[config.mk]
export PLATFORM = sky130hd
export DESIGN_NAME = ddc_cmixer
export DESIGN_NICKNAME = d
export VERILOG_FILES = /design/src/rtl/ddc_pkg.sv /design/src/rtl/ddc_round_sat.sv /design/src/rtl/ddc_cmixer.sv
export SDC_FILE = /design/constraint.sdc
export NUM_CORES = 2
export LEC_CHECK = 0
export BUFFER_PORTS_ARGS = -buffer_cell sky130_fd_sc_hd__buf_4
export CAP_MARGIN = 40
export CORE_ASPECT_RATIO = 0.7
export CORE_MARGIN = 5
export CORE_UTILIZATION = 43
export CTS_CLUSTER_SIZE = 8
export DETAILED_ROUTE_END_ITERATION = 10
export HOLD_SLACK_MARGIN = 0.08
export PLACE_DENSITY_LB_ADDON = 0.05
export SKIP_CTS_REPAIR_TIMING = 1
export SLEW_MARGIN = 40
export SYNTH_ARGS = -nofsm -noshare
export SYNTH_HDL_FRONTEND = slang
export SYNTH_SLANG_ARGS = --single-unit
export TNS_END_PERCENT = 30
[constraint.sdc]
create_clock -name clk -period 8.2 [get_ports clk]
set_input_delay 0.82 -clock clk [delete_from_list [all_inputs] [get_ports clk]]
set_output_delay 0.82 -clock clk [all_outputs]
set_load 0.1 [all_outputs]
[src/rtl/ddc_pkg.sv]
// Shared definitions for the DDC chain: mixer latency, mode encodings and the
// round-half-up / saturate helper used by the mixer output stage.
package ddc_pkg;

    localparam int MIX_LATENCY = 4;

    typedef enum logic {
        MIX_REAL = 1'b0,
        MIX_CPLX = 1'b1
    } mix_input_e;

    typedef enum logic {
        MIX_DOWN = 1'b0,
        MIX_UP   = 1'b1
    } mix_dir_e;

    typedef struct packed {
        logic signed [63:0] value;
        logic               sat;
    } sat_round_t;

    // Wide fixed-width working type keeps the helper independent of the caller's widths.
    function automatic sat_round_t sat_round(input logic signed [63:0] value,
                                             input int                 shift,
                                             input int                 out_width);
        logic signed [63:0] rounded;
        logic signed [63:0] max_v;
        logic signed [63:0] min_v;
        sat_round_t         res;
        rounded = value;
        if (shift > 0)
            rounded = (value + (64'sd1 <<< (shift - 1))) >>> shift;
        max_v = (64'sd1 <<< (out_width - 1)) - 64'sd1;
        min_v = -(64'sd1 <<< (out_width - 1));
        res.sat = 1'b1;
        if (rounded > max_v)
            res.value = max_v;
        else if (rounded < min_v)
            res.value = min_v;
        else begin
            res.value = rounded;
            res.sat   = 1'b0;
        end
        return res;
    endfunction

endpackage

[src/rtl/ddc_round_sat.sv]
// Final mixer stage for one rail: rounds the wide sum half-up, clamps it to the
// output width and registers the result together with its saturation flag.
module ddc_round_sat
    import ddc_pkg::*;
#(
    parameter int SUMBITWIDTH = 33,
    parameter int OUTBITWIDTH = 16,
    parameter int SHIFT       = 16
) (
    input  logic                          clk,
    input  logic                          rst,
    input  logic                          en,
    input  logic signed [SUMBITWIDTH-1:0] sum,
    output logic signed [OUTBITWIDTH-1:0] out,
    output logic                          sat_hit,
    output logic                          sat
);

    sat_round_t                 res;
    logic [63-OUTBITWIDTH:0]    unused_hi;

    always_comb begin
        res = sat_round({{(64 - SUMBITWIDTH){sum[SUMBITWIDTH-1]}}, sum}, SHIFT, OUTBITWIDTH);
    end

    // Clamped value always fits the output width, so the upper bits carry only sign.
    assign unused_hi = res.value[63:OUTBITWIDTH];
    assign sat_hit   = res.sat;

    always_ff @(posedge clk) begin
        if (rst) begin
            out <= '0;
            sat <= 1'b0;
        end else if (en) begin
            out <= res.value[OUTBITWIDTH-1:0];
            sat <= res.sat;
        end
    end

endmodule

[src/rtl/ddc_cmixer.sv]
// Four-stage complex mixer: register inputs, form the four cross products, combine
// them for up/down conversion, then round and saturate both rails.
module ddc_cmixer
    import ddc_pkg::*;
#(
    parameter int ADBITWIDTH  = 16,
    parameter int NCOBITWIDTH = 16,
    parameter int OUTBITWIDTH = 16,
    parameter int CNTBITWIDTH = 16
) (
    input  logic                          clk,
    input  logic                          rst,
    input  logic                          in_valid,
    input  logic signed [ADBITWIDTH-1:0]  in_i,
    input  logic signed [ADBITWIDTH-1:0]  in_q,
    input  logic signed [NCOBITWIDTH-1:0] nco_cos,
    input  logic signed [NCOBITWIDTH-1:0] nco_sin,
    input  logic                          cplx_mode,
    input  logic                          up_mode,
    input  logic                          sat_clr,
    output logic                          out_valid,
    output logic signed [OUTBITWIDTH-1:0] out_i,
    output logic signed [OUTBITWIDTH-1:0] out_q,
    output logic                          sat_flag,
    output logic [CNTBITWIDTH-1:0]        sat_count
);

    localparam int PW    = ADBITWIDTH + NCOBITWIDTH;
    localparam int SW    = PW + 1;
    localparam int SHIFT = PW - OUTBITWIDTH;

    logic                          s1_valid, s2_valid, s3_valid;
    logic signed [ADBITWIDTH-1:0]  s1_i, s1_q;
    logic signed [NCOBITWIDTH-1:0] s1_cos, s1_sin;
    mix_dir_e                      s1_dir, s2_dir;
    logic signed [PW-1:0]          s2_ic, s2_qs, s2_qc, s2_is;
    logic signed [SW-1:0]          s3_sum_i, s3_sum_q;
    logic                          hit_i, hit_q, sat_i, sat_q;

    // NOTE: sequential state uses non-blocking assignments so every stage samples
    // the previous stage's value from before the edge; blocking here would collapse stages.
    // NOTE: only the valid bits need reset to drop in-flight samples; data registers
    // are reset too so the outputs start from a defined zero.
    always_ff @(posedge clk) begin
        if (rst) begin
            s1_valid <= 1'b0;
            s2_valid <= 1'b0;
            s3_valid <= 1'b0;
            s1_i     <= '0;
            s1_q     <= '0;
            s1_cos   <= '0;
            s1_sin   <= '0;
            s1_dir   <= MIX_DOWN;
            s2_dir   <= MIX_DOWN;
            s2_ic    <= '0;
            s2_qs    <= '0;
            s2_qc    <= '0;
            s2_is    <= '0;
            s3_sum_i <= '0;
            s3_sum_q <= '0;
        end else begin
            s1_valid <= in_valid;
            s2_valid <= s1_valid;
            s3_valid <= s2_valid;
            if (in_valid) begin
                s1_i   <= in_i;
                s1_q   <= (cplx_mode == MIX_CPLX) ? in_q : '0;
                s1_cos <= nco_cos;
                s1_sin <= nco_sin;
                s1_dir <= mix_dir_e'(up_mode);
            end
            if (s1_valid) begin
                s2_ic  <= PW'(s1_i) * PW'(s1_cos);
                s2_qs  <= PW'(s1_q) * PW'(s1_sin);
                s2_qc  <= PW'(s1_q) * PW'(s1_cos);
                s2_is  <= PW'(s1_i) * PW'(s1_sin);
                s2_dir <= s1_dir;
            end
            if (s2_valid) begin
                // Up conversion multiplies by cos+jsin, down by cos-jsin.
                if (s2_dir == MIX_UP) begin
                    s3_sum_i <= SW'(s2_ic) - SW'(s2_qs);
                    s3_sum_q <= SW'(s2_qc) + SW'(s2_is);
                end else begin
                    s3_sum_i <= SW'(s2_ic) + SW'(s2_qs);
                    s3_sum_q <= SW'(s2_qc) - SW'(s2_is);
                end
            end
        end
    end

    ddc_round_sat #(
        .SUMBITWIDTH(SW),
        .OUTBITWIDTH(OUTBITWIDTH),
        .SHIFT      (SHIFT)
    ) u_rail_i (
        .clk    (clk),
        .rst    (rst),
        .en     (s3_valid),
        .sum    (s3_sum_i),
        .out    (out_i),
        .sat_hit(hit_i),
        .sat    (sat_i)
    );

    ddc_round_sat #(
        .SUMBITWIDTH(SW),
        .OUTBITWIDTH(OUTBITWIDTH),
        .SHIFT      (SHIFT)
    ) u_rail_q (
        .clk    (clk),
        .rst    (rst),
        .en     (s3_valid),
        .sum    (s3_sum_q),
        .out    (out_q),
        .sat_hit(hit_q),
        .sat    (sat_q)
    );

    assign sat_flag = sat_i | sat_q;

    // Counter updates on the same edge as the outputs so it agrees with sat_flag.
    always_ff @(posedge clk) begin
        if (rst) begin
            out_valid <= 1'b0;
            sat_count <= '0;
        end else begin
            out_valid <= s3_valid;
            if (sat_clr)
                sat_count <= '0;
            else if (s3_valid && (hit_i || hit_q) && !(&sat_count))
                sat_count <= sat_count + 1'b1;
        end
    end

endmodule

**Word level (Yosys, flattened, before mapping)**

Cells that the tools add are included.

- Multiplexer cells: 11
- Add/sub/neg operators: 7
- Magnitude comparators: 4
- Bitwise logic cells: 1
- Reductions and logical operators: 6
- $mul: 4

Operators by type and width:

| cell | number |
|---|---|
| $mul 16x16->32 | 4 |
| $mux 16 | 5 |
| $add 33x17->34 const B | 2 |
| $add 32x32->33 | 2 |
| $mux 33 | 2 |
| $sub 32x32->33 | 2 |
| $gt 18x16->1 const B | 2 |
| $lt 18x16->1 const B | 2 |
| $add 16x1->16 const B | 1 |
| $reduce_and 16->1 | 1 |
| $mux 1 | 4 |
| $logic_and 1x1->1 | 2 |
| $reduce_or 2->1 | 1 |
| $logic_not 1->1 | 1 |
| $logic_or 1x1->1 | 1 |
| $or 1x1->1 | 1 |

- Word-level logic and storage cells: 54
- Register bits: 314

**Depth between registers and ports, before layout**

- Depth in word-level cells: 7
- Mapped depth: 24
- Depth with buffers taken out: 23

**Modules after synthesis**

Synthesis repeated with hierarchy kept, for this count alone.

- Cells, all modules: 6237
- Area total of the unflattened synthesis: 55458.2 µm²

Modules (own cells, without submodules):

| module | area an instance (µm²) | times used | cells an instance | seq. area each (µm²) |
|---|---|---|---|---|
| ddc_cmixer | 53326.1 | 1 | 5965 | 5605.4 |
| ddc_round_sat | 1066.0 | 2 | 136 | 340.3 |

**Least setup slack after synthesis**

Ideal clock, no wire load.

- Kind: register to register
- Start: register s1_q[15]
- End: register s2_qc[31]
- Slack: 2.002 ns
- Arrival time: 6.070 ns
- Stages on the path, launching flop included: 22
- Cells stage by stage: dfxtp_1 > clkbuf_1 > nand2_1 > inv_1 > fa_1 > fa_1 > fa_1 > fa_1 > fa_1 > inv_1 > fa_1 > inv_1 > ha_1 > a21oi_1 > o211ai_1 > o211a_1 > o41a_1 > a21oi_1 > o21ai_0 > a21oi_1 > xnor2_1 > o21ai_0

- Word-level cells in the longest chain between the ends: 1

RTL lines:

| element | RTL line | text |
|---|---|---|
| start: declaration | ddc_cmixer.sv:33 | `logic signed [ADBITWIDTH-1:0] s1_i, s1_q;` |
| start signal: assignment | ddc_cmixer.sv:67 | `s1_q <= (cplx_mode == MIX_CPLX) ? in_q : '0;` |
| $mul 16x16->32 | ddc_cmixer.sv:75 | `s2_qc <= PW'(s1_q) * PW'(s1_cos);` |
| end signal: assignment | ddc_cmixer.sv:75 |  |
| end: declaration | ddc_cmixer.sv:36 | `logic signed [PW-1:0] s2_ic, s2_qs, s2_qc, s2_is;` |

Every way passes these cells.
A chain may end at the register's enable or synchronous reset.

**Worst setup path after layout**

- Start: register s1_sin[1]
- End: register s2_qs[24]

- Word-level cells in the longest chain between the ends: 1

RTL lines:

| element | RTL line | text |
|---|---|---|
| start: declaration | ddc_cmixer.sv:34 | `logic signed [NCOBITWIDTH-1:0] s1_cos, s1_sin;` |
| start signal: assignment | ddc_cmixer.sv:69 | `s1_sin <= nco_sin;` |
| $mul 16x16->32 | ddc_cmixer.sv:74 | `s2_qs <= PW'(s1_q) * PW'(s1_sin);` |
| end signal: assignment | ddc_cmixer.sv:74 |  |
| end: declaration | ddc_cmixer.sv:36 |  |

Every way passes these cells.

==> parameters.txt <==
Parameter                              Value

Run status
  Run status ... finished clean

Hold path
  Worst hold-check path type ... in -> reg
  Count of cells along the worst hold path ... 3
  Worst hold path endpoint ... s1_q[3]$_SDFFE_PP0P_
  Critical hold path startpoint ... in_q[3]

Timing
  Final worst path period share ... 88.78%
  Final hold violation count ... 0
  Worst hold slack ... 380.9 ps
  RSZ-0062 raised after global routing ... no
  Setup Total Neg Slack ... 0 ps
  Final count of pins violating max slew ... 0
  Final worst setup slack ... 919.7 ps
  Pin slew with the least headroom to its limit ... 902.1 ps
  Slew Limit Headroom ... 39.77%
  Worst Clk Skew ... 78.73 ps
  Fin crit period ... 7280 ps
  Finish-stage setup viols ... 0
  F_max ... 137.4 MHz

Critical path
  Capturing point of the worst reg2reg path ... s2_qs[24]$_SDFFE_PP0P_
  R2r worst-path depth ... 20
  Maximum fanout along the worst path ... 26
  Category of the worst setup path launch point ... register
  Worst EP arrival ... 7760 ps
  Required time of the critical path ... 8680 ps
  Setup slack, reg-to-reg ... 920 ps
  Worst Setup End Kind ... register
  Source of the worst register-to-register timing path ... s1_sin[1]$_SDFFE_PP0P_
  Class of the most critical setup path ... reg -> reg

Logic synthesis
  Number of enable flip-flop cells after synthesis ... 0
  Count leader, synth ... inv_1
  Synthesis warning total ... 0
  Library cell with the largest summed area after synthesis ... fa_1
  Number of nets produced by synthesis ... 7522
  Number of unique standard cell types used by synthesis ... 80
  Average footprint of a synthesized cell ... 8.897 um^2
  Sequential area share after synthesis ... 10.63%
  Post-synthesis register bit count ... 284
  Gate count after technology mapping ... 6009
  Most instantiated flip-flop cell in the synthesis netlist ... dfxtp_1
  Synth top area cells ... fa_1 (39%), dfxtp_1 (11%), ha_1 (9.2%)
  Post-synthesis instance area ... 53460 um^2
  Commonest cells in the synthesized netlist ... inv_1 (1184), fa_1 (1048), nand2_1 (630)
  Yosys top cell area share ... 39.24%
  Fraction of synthesis flops using an asynchronous set or reset pin ... 0%

GRT
  Global-route congestion overflow total ... 0
  Number of global-route vias before repair ... 42590
  Total routing usage reported by global routing ... 25.98%
  Maximum number of pins on one net before global-route repair ... 113
  Wire length of the first global-routing pass ... 262.7 mm
  Antenna violations before repair ... 7

Place
  Placed instance count ... 7654
  Placed instance area ... 56640 um^2
  Post-Place Worst Slack ... 939.9 ps
  Final HPWL DP ... 132.8 mm
  Final weighted congestion in routability-driven placement ... 0.8882
  Number of port buffers ... 119

Floorplan
  Number of cell rows ... 108
  Die width ... 431.4 um
  Initial standard-cell utilization of the core ... 43.19%
  Top-level port count ... 120
  Area of the core region ... 123800 um^2
  Die outline area ... 131600 um^2
  Die height ... 305.0 um

Route
  Remaining antenna violation count ... 0
  Remaining design rule violation count ... 0
  Post-DR wirelength/cell ... 21.37 um
  Overall via count from detail_route ... 40160
  Initial DRT Pass Iterations ... 5
  Number of violations reported at the end of detailed-routing iteration 0 ... 2548
  Number of vias per cell after detailed routing ... 5.203
  Final Routed Wirelength ... 165.0 mm

Clock tree
  Buffer type at the clock tree root ... clkbuf_16
  Number of H-tree branching levels ... 2
  Later-pin clock latency in the skew report ... 680 ps
  Buffer depth of the longest clock path ... 3
  Clock sink count ... 284
  CTS tree ... yes
  Clock buffer count from CTS ... 44
  Clk slew on worst S/H paths ... 70 ps

Final layout
  Count of placed standard cells in the final layout, fillers left out ... 7718
  Final #Nets ... 7565
  Synthesis-to-layout area growth ... 8.484%
  Count of fill cells added during filler insertion ... 12210
  Fraction of layout cells with a size suffix above 1 ... 6.347%
  Final instance area ... 58000 um^2

Power and ir drop
  Leakage component of the power ... 29.21 nW
  Total power density per cell area ... 121.8 nW/um^2
  Highest ir drop seen on vdd ... 158.9 uV

Flow run
  Max-cap violations ... 0
==> how the worst max path moves through the flow <==
stage / from / to / depth (start not counted)
after floorplan: s1_q[15]$_SDFFE_PP0P_ / s2_qc[31]$_SDFFE_PP0P_ / 21
after global placement: s1_cos[1]$_SDFFE_PP0P_ / s2_qc[31]$_SDFFE_PP0P_ / 20
after detailed placement: s1_cos[2]$_SDFFE_PP0P_ / s2_ic[29]$_SDFFE_PP0P_ / 21
after CTS: s1_cos[2]$_SDFFE_PP0P_ / s2_ic[29]$_SDFFE_PP0P_ / 21
after global routing: s1_sin[1]$_SDFFE_PP0P_ / s2_qs[31]$_SDFFE_PP0P_ / 23
final: s1_sin[1]$_SDFFE_PP0P_ / s2_qs[24]$_SDFFE_PP0P_ / 20
==> logic make-up after synthesis <==
logic type                 count (synthesis)  synth area share (%)
adders and majority gates               1443                 48.49
DFF                                      284                 10.63
muxes                                    128                 2.401
and+or+nand+nor                         1790                 16.17
xor gates and xnor gates                 269                 4.407
buffers and inverters                   1462                 10.27
AOI/OAI and AO/OA                        633                 7.627
==> routing by layer <==
metal | share of wire, % | global-route usage (%) | up-vias
li1 | - | - | 18450
met1 | 48 | 38.75 | 20600
met2 | 44 | 40.34 | 951
met3 | 5.8 | 4.015 | 155
met4 | 2.0 | 4.908 | 0
met5 | 0 | 0 | -
==> power by group <==
group / leakage (nW) / switching, W / internal [W]
registers: 2.32 / 0.000205 / 0.00149
logic: 26.2 / 0.00214 / 0.00134
clock network: 0.645 / 0.000784 / 0.00111
==> cells in the final DEF, fill, tap and decap left out, types with 8 or more instances in the layout <==
| cell type | n |
|---|---|
| and3_1 | 22 |
| dfxtp_2 | 19 |
| nor3_1 | 45 |
| and4_1 | 12 |
| nand3b_1 | 8 |
| and2_1 | 497 |
| o31ai_1 | 12 |
| ha_1 | 395 |
| nand3_1 | 51 |
| a21oi_1 | 193 |
| clkbuf_16 | 44 |
| a211oi_1 | 58 |
| nand2b_1 | 33 |
| mux2i_1 | 126 |
| o21ai_0 | 121 |
| o211ai_1 | 30 |
| nor2b_1 | 33 |
| xor2_1 | 116 |
| inv_1 | 1183 |
| o21bai_1 | 20 |
| nand2_1 | 629 |
| o22ai_1 | 9 |
| xnor2_1 | 153 |
| a211o_1 | 10 |
| buf_4 | 265 |
| fa_1 | 1048 |
| or3_1 | 8 |
| nor2_1 | 380 |
| a31oi_1 | 22 |
| nand4_1 | 29 |
| dfxtp_1 | 264 |
| o21a_1 | 24 |
| a21o_1 | 63 |
| a31o_2 | 8 |
| or2_2 | 12 |
==> state kept, by name (all words and copies together) (netlist names), 18 cells and up <==
| signal | cells |
|---|---|
| s2_qc | 32 |
| s2_is | 32 |
| s3_sum_i | 18 |
| s2_qs | 32 |
| s3_sum_q | 18 |
| s2_ic | 32 |
==> metrics by stage <==
stage | utilization (%) | power, W
final | 46.86 | 0.007062
after floorplan | - | 0.004010
after detailed placement | 45.76 | 0.005186
after CTS | 46.83 | 0.007149
after global routing | 46.85 | 0.007612
after global placement | 45.74 | 0.005185
==> critical path, stage by stage (launching register included) <==
cell and delay [ps]:
dfxtp_1 690, buf_4 430, nand2_1 130, fa_1 520
fa_1 580, fa_1 450, fa_1 540, inv_1 50
fa_1 490, fa_1 410, ha_1 390, a21oi_1 230
o21ai_0 140, o2bb2ai_1 180, buf_4 150, o31ai_1 430
a21oi_1 290, a31oi_1 330, o21ai_0 150, xnor2_1 350
o21ai_0 120
==> final cells by class <==
| cell class | count | area (um^2) | share of cell area, % |
|---|---|---|---|
| multi-input cells | 4263 | 42300 | 72.93 |
| clock inverters | 8 | 170.2 | 0.2934 |
| well taps | 1650 | 2064 | 3.560 |
| repair buffers | 274 | 2150 | 3.706 |
| clock buffers | 52 | 1151 | 1.985 |
| flip-flops and latches | 284 | 5713 | 9.850 |
| inverters | 1185 | 4448 | 7.669 |
| diodes | 2 | 5.005 | 0.008629 |
Note: power is estimated with default switching activity, not from simulation.
